==> src/rtl/fht_frame_sched.sv <==
// Frame sequencer around the FHT core: load one frame into RAM set A, start the FHT, then
// unload the result set through a 2-entry skid buffer. Define FHT_SCHED_TIMEOUT_EN for the run watchdog.
module fht_frame_sched #(
  parameter int N_BIT   = 10,
  parameter int A_BIT   = 8,
  parameter int D_BIT   = 16,
  parameter int TMO_BIT = 12
) (
  input  logic             iCLK,
  input  logic             iRESET,
  input  logic [D_BIT-1:0] iDATA,
  input  logic             iVALID,
  output logic             oREADY,
  output logic             oWE,
  output logic [1:0]       oWR_BANK,
  output logic [A_BIT-1:0] oWR_ADDR,
  output logic [D_BIT-1:0] oWR_DATA,
  output logic             oFHT_START,
  input  logic             iFHT_RDY,
  input  logic             iRESULT_SEL,
  output logic             oRD_SET,
  output logic [1:0]       oRD_BANK,
  output logic [A_BIT-1:0] oRD_ADDR,
  input  logic [D_BIT-1:0] iRD_DATA,
  output logic [D_BIT-1:0] oDATA,
  output logic             oVALID,
  output logic             oLAST,
  input  logic             iREADY,
  output logic             oBUSY,
  output logic             oFRAME_DONE,
  output logic             oERR
);
  typedef enum logic [1:0] {LOAD, START, RUN, UNLOAD} state_t;

  localparam logic [N_BIT-1:0] K_MAX = '1;
  localparam logic [N_BIT-1:0] K_ONE = 1;
  localparam logic [N_BIT:0]   R_ONE = 1;

  state_t           state_q;
  logic [N_BIT-1:0] k_q, o_q;
  logic [N_BIT:0]   r_q;
  logic             seen_low_q, inflight_q, rd_set_q;
  logic             we_q, start_q, done_q, err_q;
  logic [1:0]       wr_bank_q, rd_bank_q;
  logic [A_BIT-1:0] wr_addr_q, rd_addr_q;
  logic [D_BIT-1:0] wr_data_q;
  logic [1:0]       cnt_q, cnt_d;
  logic             wp_q, rp_q;
  logic [D_BIT-1:0] buf_q [2];
  logic             push, pop, issue;
  logic [2:0]       occ;

`ifdef FHT_SCHED_TIMEOUT_EN
  localparam logic [TMO_BIT-1:0] TMO_ONE  = 1;
  localparam logic [TMO_BIT-1:0] TMO_LAST = {{(TMO_BIT-1){1'b1}}, 1'b0};
  logic [TMO_BIT-1:0] tmo_q;
`else
  logic [TMO_BIT-1:0] tmo_unused;
  assign tmo_unused = '0;
`endif

  // A word leaving this cycle frees its slot, so the next read can issue now: keeps 1 word/cycle.
  assign push  = inflight_q;
  assign pop   = (cnt_q != 2'd0) && iREADY;
  assign occ   = {1'b0, cnt_q} + {2'b0, inflight_q} - {2'b0, pop};
  assign issue = (state_q == UNLOAD) && !r_q[N_BIT] && (occ < 3'd2);
  assign cnt_d = cnt_q + {1'b0, push} - {1'b0, pop};

  always_ff @(posedge iCLK) begin
    if (!iRESET) begin
      state_q    <= LOAD;
      k_q        <= '0;
      o_q        <= '0;
      r_q        <= '0;
      seen_low_q <= 1'b0;
      inflight_q <= 1'b0;
      rd_set_q   <= 1'b0;
      we_q       <= 1'b0;
      start_q    <= 1'b0;
      done_q     <= 1'b0;
      err_q      <= 1'b0;
      wr_bank_q  <= '0;
      wr_addr_q  <= '0;
      wr_data_q  <= '0;
      rd_bank_q  <= '0;
      rd_addr_q  <= '0;
      cnt_q      <= '0;
      wp_q       <= 1'b0;
      rp_q       <= 1'b0;
`ifdef FHT_SCHED_TIMEOUT_EN
      tmo_q      <= '0;
`endif
    end else begin
      we_q       <= 1'b0;
      start_q    <= 1'b0;
      done_q     <= 1'b0;
      err_q      <= 1'b0;
      inflight_q <= issue;
      cnt_q      <= cnt_d;
      if (push) wp_q <= ~wp_q;
      if (pop) begin
        rp_q <= ~rp_q;
        o_q  <= o_q + K_ONE;
      end
      if (issue) begin
        rd_bank_q <= r_q[1:0];
        rd_addr_q <= r_q[N_BIT-1:2];
        r_q       <= r_q + R_ONE;
      end
      case (state_q)
        LOAD: if (iVALID) begin
          we_q      <= 1'b1;
          wr_data_q <= iDATA;
          wr_bank_q <= k_q[1:0];
          wr_addr_q <= k_q[N_BIT-1:2];
          k_q       <= k_q + K_ONE;
          if (k_q == K_MAX) state_q <= START;
        end
        START: begin
          start_q    <= 1'b1;
          seen_low_q <= 1'b0;
`ifdef FHT_SCHED_TIMEOUT_EN
          tmo_q      <= '0;
`endif
          state_q    <= RUN;
        end
        RUN: begin
          // Ready is only trusted once the controller has dropped it to acknowledge start.
          if (!iFHT_RDY) seen_low_q <= 1'b1;
          if (seen_low_q && iFHT_RDY) begin
            rd_set_q <= iRESULT_SEL;
            r_q      <= '0;
            o_q      <= '0;
            state_q  <= UNLOAD;
          end
`ifdef FHT_SCHED_TIMEOUT_EN
          else if (tmo_q == TMO_LAST) begin
            tmo_q   <= tmo_q + TMO_ONE;
            err_q   <= 1'b1;
            k_q     <= '0;
            state_q <= LOAD;
          end else begin
            tmo_q <= tmo_q + TMO_ONE;
          end
`endif
        end
        UNLOAD: if (pop && (o_q == K_MAX)) begin
          done_q  <= 1'b1;
          state_q <= LOAD;
        end
        default: state_q <= LOAD;
      endcase
    end
  end

  always_ff @(posedge iCLK) begin
    if (push) buf_q[wp_q] <= iRD_DATA;
  end

  assign oREADY      = (state_q == LOAD);
  assign oBUSY       = (state_q != LOAD);
  assign oWE         = we_q;
  assign oWR_BANK    = wr_bank_q;
  assign oWR_ADDR    = wr_addr_q;
  assign oWR_DATA    = wr_data_q;
  assign oFHT_START  = start_q;
  assign oRD_SET     = rd_set_q;
  assign oRD_BANK    = rd_bank_q;
  assign oRD_ADDR    = rd_addr_q;
  assign oVALID      = (cnt_q != 2'd0);
  assign oDATA       = buf_q[rp_q];
  assign oLAST       = oVALID && (o_q == K_MAX);
  assign oFRAME_DONE = done_q;
`ifdef FHT_SCHED_TIMEOUT_EN
  assign oERR        = err_q;
`else
  assign oERR        = 1'b0;
`endif
endmodule
==> config.mk <==
export PLATFORM = sky130hd
export DESIGN_NAME = fht_frame_sched
export DESIGN_NICKNAME = d
export VERILOG_FILES = /design/src/rtl/fht_frame_sched.sv
export SDC_FILE = /design/constraint.sdc
export NUM_CORES = 1
export LEC_CHECK = 0
export CAP_MARGIN = 10
export CORE_MARGIN = 1.5
export CORE_UTILIZATION = 50
export DETAILED_ROUTE_END_ITERATION = 12
export GPL_TIMING_DRIVEN = 0
export PLACE_DENSITY_LB_ADDON = 0.12
export SLEW_MARGIN = 20
export SYNTH_ARGS = -nofsm -noshare
export SYNTH_HDL_FRONTEND = slang
export SYNTH_SLANG_ARGS = --single-unit
==> constraint.sdc <==
create_clock -name iCLK -period 3.35 [get_ports iCLK]
set_input_delay 0.67 -clock iCLK [delete_from_list [all_inputs] [get_ports iCLK]]
set_output_delay 0.67 -clock iCLK [all_outputs]
set_load 0.03 [all_outputs]
==> flow_summary.yaml <==
outcome:
  status: "complete, no violations"
sta:
  worst_pin_slew_ns: 0.776
  finalWorstSetupSlack_ns: 0.343
  rsz0062_at_grt: "no"
  period_share: 0.898
  fin_worst_skew_ns: 0.0149
  clock.fmax_mhz: 333
  final_max_slew_viol_count: 0
  period_minus_slack_ns: 3.01
  maxSlewHeadroom: 0.482
  final.setup.tns_ns: 0
  setup_viol: 0
  hold_violations: 0
place:
  gp_congestion: 0.849
  placed_area_sq_um: 5520
  dp.cells: 629
  port_buffers: 96
  dp_hpwl_um: 6330
  place_ws_ns: -0.0173
setup_path:
  cp_max_fo: 7
  rr_worst_depth: 10
  endpoint: "r_q[5]"
  worstPathArrival_ns: 3.32
  startpoint: "iREADY"
  cp.required_ns: 3.66
  regToRegStartpoint: "cnt_q[1]"
  regToRegSetupSlack_ns: 0.71
  crit_type: "input port to flop"
  crit_path_start_kind: "input port"
  end_kind: "flop"
  r2r_end: "r_q[5]"
die:
  ioPinCount: 99
  chipWidth_um: 96.9
  die_area_sq_um: 9380
  die_h_um: 96.9
  core_area_sq_um: 8640
  row_count: 34
  initial_core_util: 0.510
clock_network:
  cts_hold_buf: 0
  htree_levels: 3
  cts_resized: 0
  clockBufferDepth: 2
  numCtsBuffers: 9
  postCtsSetupBuffers: 0
  clock_sinks: 112
  tritoncts: "yes"
  clkTransAtPathRegs_ns: 0.11
  clkLatencyLatePin_ns: 0.37
  root_buffer: "clkbuf_8"
layout:
  drive_above_1_share: 0.0987
  diodes: 0
  final_area_sq_um: 5710
  n_fill_cell: 704
  layoutNonFillerInstCount: 645
  fin_nets: 579
  syn2layout_area_growth_pct: 29.6
drt:
  drt-pass1-iter-count: 4
  drt_wl_total_um: 8890
  vias: 3339
  avgRoutedWirePerCell_um: 13.8
  drtAntennaViolNets: 0
  remaining_drc_errors: 0
  drtIter0Drc: 84
  via_per_inst: 5.18
grt:
  grt_pass1_vias: 3296
  antenna_found_initial: 0
  grt_max_degree: 22
  grt_pass1_wl_um: 15200
  grt_overflow_total: 0
  gr-usage-all-layers: 0.196
synth:
  syn-cell-area_sq_um: 4410
  ys_seq_area_frac: 0.582
  synthesis.nets: 471
  synth_edf_count: 32
  ys_async_sr_fraction: 0
  yosysTopAreaCellShare: 0.364
  postSynthCellCount: 424
  synthTopCellsByArea: "dfxtp_1 (36%), edfxtp_1 (22%), nand2_1 (6.6%), a21oi_1 (4.1%), mux2_2 (4.1%)"
  synth_seq_cells: 112
  avgSynthCellArea_sq_um: 10.4
  ys_types: 42
  yosys.area.top_type: "dfxtp_1"
  yosys_warnings: 0
  synthFlopType: "dfxtp_1"
power_and_ir_drop:
  p_sw_frac: 0.278
  power.switching_uw: 719
  clockPowerShare: 0.302
  power_frac_comb: 0.136
  seqPwrFrac: 0.561
  powerDensity_nw_per_um2: 453
  max-vdd-ir-drop_v: 0.000303
  p_leak_nw: 2.04
  p_int_mw: 1.87
  power_mw: 2.59
hold_path:
  hp-class: "flop to flop"
flow_run:
  cap_violations: 0
-- final cells by class --
class,count,area [sq um],share of cell area
tap,108,135,0.0237
multi-input combinational,282,1710,0.300
clock buffer,9,124,0.0217
sequential,112,2560,0.449
buffer,20,97.6,0.0171
timing repair buffer,97,972,0.170
clock inverter,7,71.3,0.0125
inverter,10,37.5,0.00657
-- how the worst min path moves through the flow --
stage	cells past startpoint	to	startpoint
2_1_floorplan	2	r_q[10]	r_q[10]
3_3_place_gp	2	oWR_DATA[4]	oWR_DATA[4]
3_5_place_dp	2	oWR_DATA[0]	oWR_DATA[0]
4_1_cts	2	oWR_DATA[5]	oWR_DATA[5]
5_1_grt	2	oWR_ADDR[6]	oWR_ADDR[6]
6_report	2	oWR_ADDR[6]	oWR_ADDR[6]
-- placed cells by master, fill, tap and decap left out, types with 10 or more instances in the layout --
master / instances
xor2_1: 10
clkdlybuf4s50_1: 96
mux2_2: 16
nor2_1: 41
inv_1: 10
mux2i_1: 16
nand2_1: 77
a21oi_1: 36
dfxtp_1: 80
nand3_1: 10
edfxtp_1: 32
-- logic make-up (layout without fill, tap and decap cells) --
logic type / Yosys count / after routing / share of synthesized area
AOI/OAI and AO/OA: 51 / 51 / 0.0656
adders and majority gates: 9 / 9 / 0.0273
DFF: 112 / 112 / 0.582
muxes: 32 / 32 / 0.0772
other: 1 / 1 / 0.000851
xor gates and xnor gates: 20 / 20 / 0.0415
and+or+nand+nor: 169 / 169 / 0.175
buffers and inverters: 30 / 143 / 0.0307
-- synth_stat cells (all sizes together), types with 2 or more instances --
cell	instances
mux2i	16
nor4	2
or3	6
nor2	41
nand2b	4
or4	2
o31ai	2
xor2	10
and2	5
buf	13
xnor2	10
o21ai	6
dfxtp	80
inv	10
mux2	16
nand4	8
clkbuf	7
edfxtp	32
and3	4
o211ai	3
ha	8
nand2	77
nor3	6
or2	2
nand3	10
a21oi	36
-- metal layers --
layer | part of all wire | global-route usage | up-vias
met3 | 0.038 | 0.0332 | 18
met4 | 0.022 | 0.0836 | 0
met1 | 0.46 | 0.260 | 1583
met5 | 0 | 0 | -
met2 | 0.47 | 0.319 | 76
li1 | - | - | 1662
-- power by group through the flow --
| stage | logic (mW) | clock network (mW) | registers, mW |
|---|---|---|---|
| floorplan | 0.149 | 0 | 1.53 |
| global placement | 0.345 | 0 | 1.48 |
| detailed placement | 0.352 | 0 | 1.48 |
| CTS | 0.354 | 0.809 | 1.45 |
| global route | 0.388 | 0.853 | 1.46 |
| finish | 0.353 | 0.782 | 1.45 |
-- critical path, stage by stage --
cell,delay [ns]
clkdlybuf4s50_1,0.61
nand2_1,0.11
mux2i_1,0.15
ha_1,0.18
inv_1,0.05
fa_1,0.51
and3b_1,0.15
buf_2,0.16
nand4_1,0.20
or4_1,0.45
nand2_1,0.08
-- flip-flops by register name (all words and copies together) (netlist names), 2 cells and up, named ones only --
name,count
buf_q,32
oWR_DATA,16
r_q,11
k_q,10
o_q,10
oRD_ADDR,8
oWR_ADDR,8
cnt_q,2
oRD_BANK,2
oWR_BANK,2
state_q,2
-- through the flow --
| step | util | hold slack (ns) |
|---|---|---|
| finish | 0.661 | 0.460 |
| global route | 0.661 | 0.487 |
| CTS | 0.661 | 0.465 |
| detailed placement | 0.639 | 0.449 |
| global placement | 0.637 | 0.441 |
| floorplan | - | 0.433 |
Power figures use the tool's default switching activity.
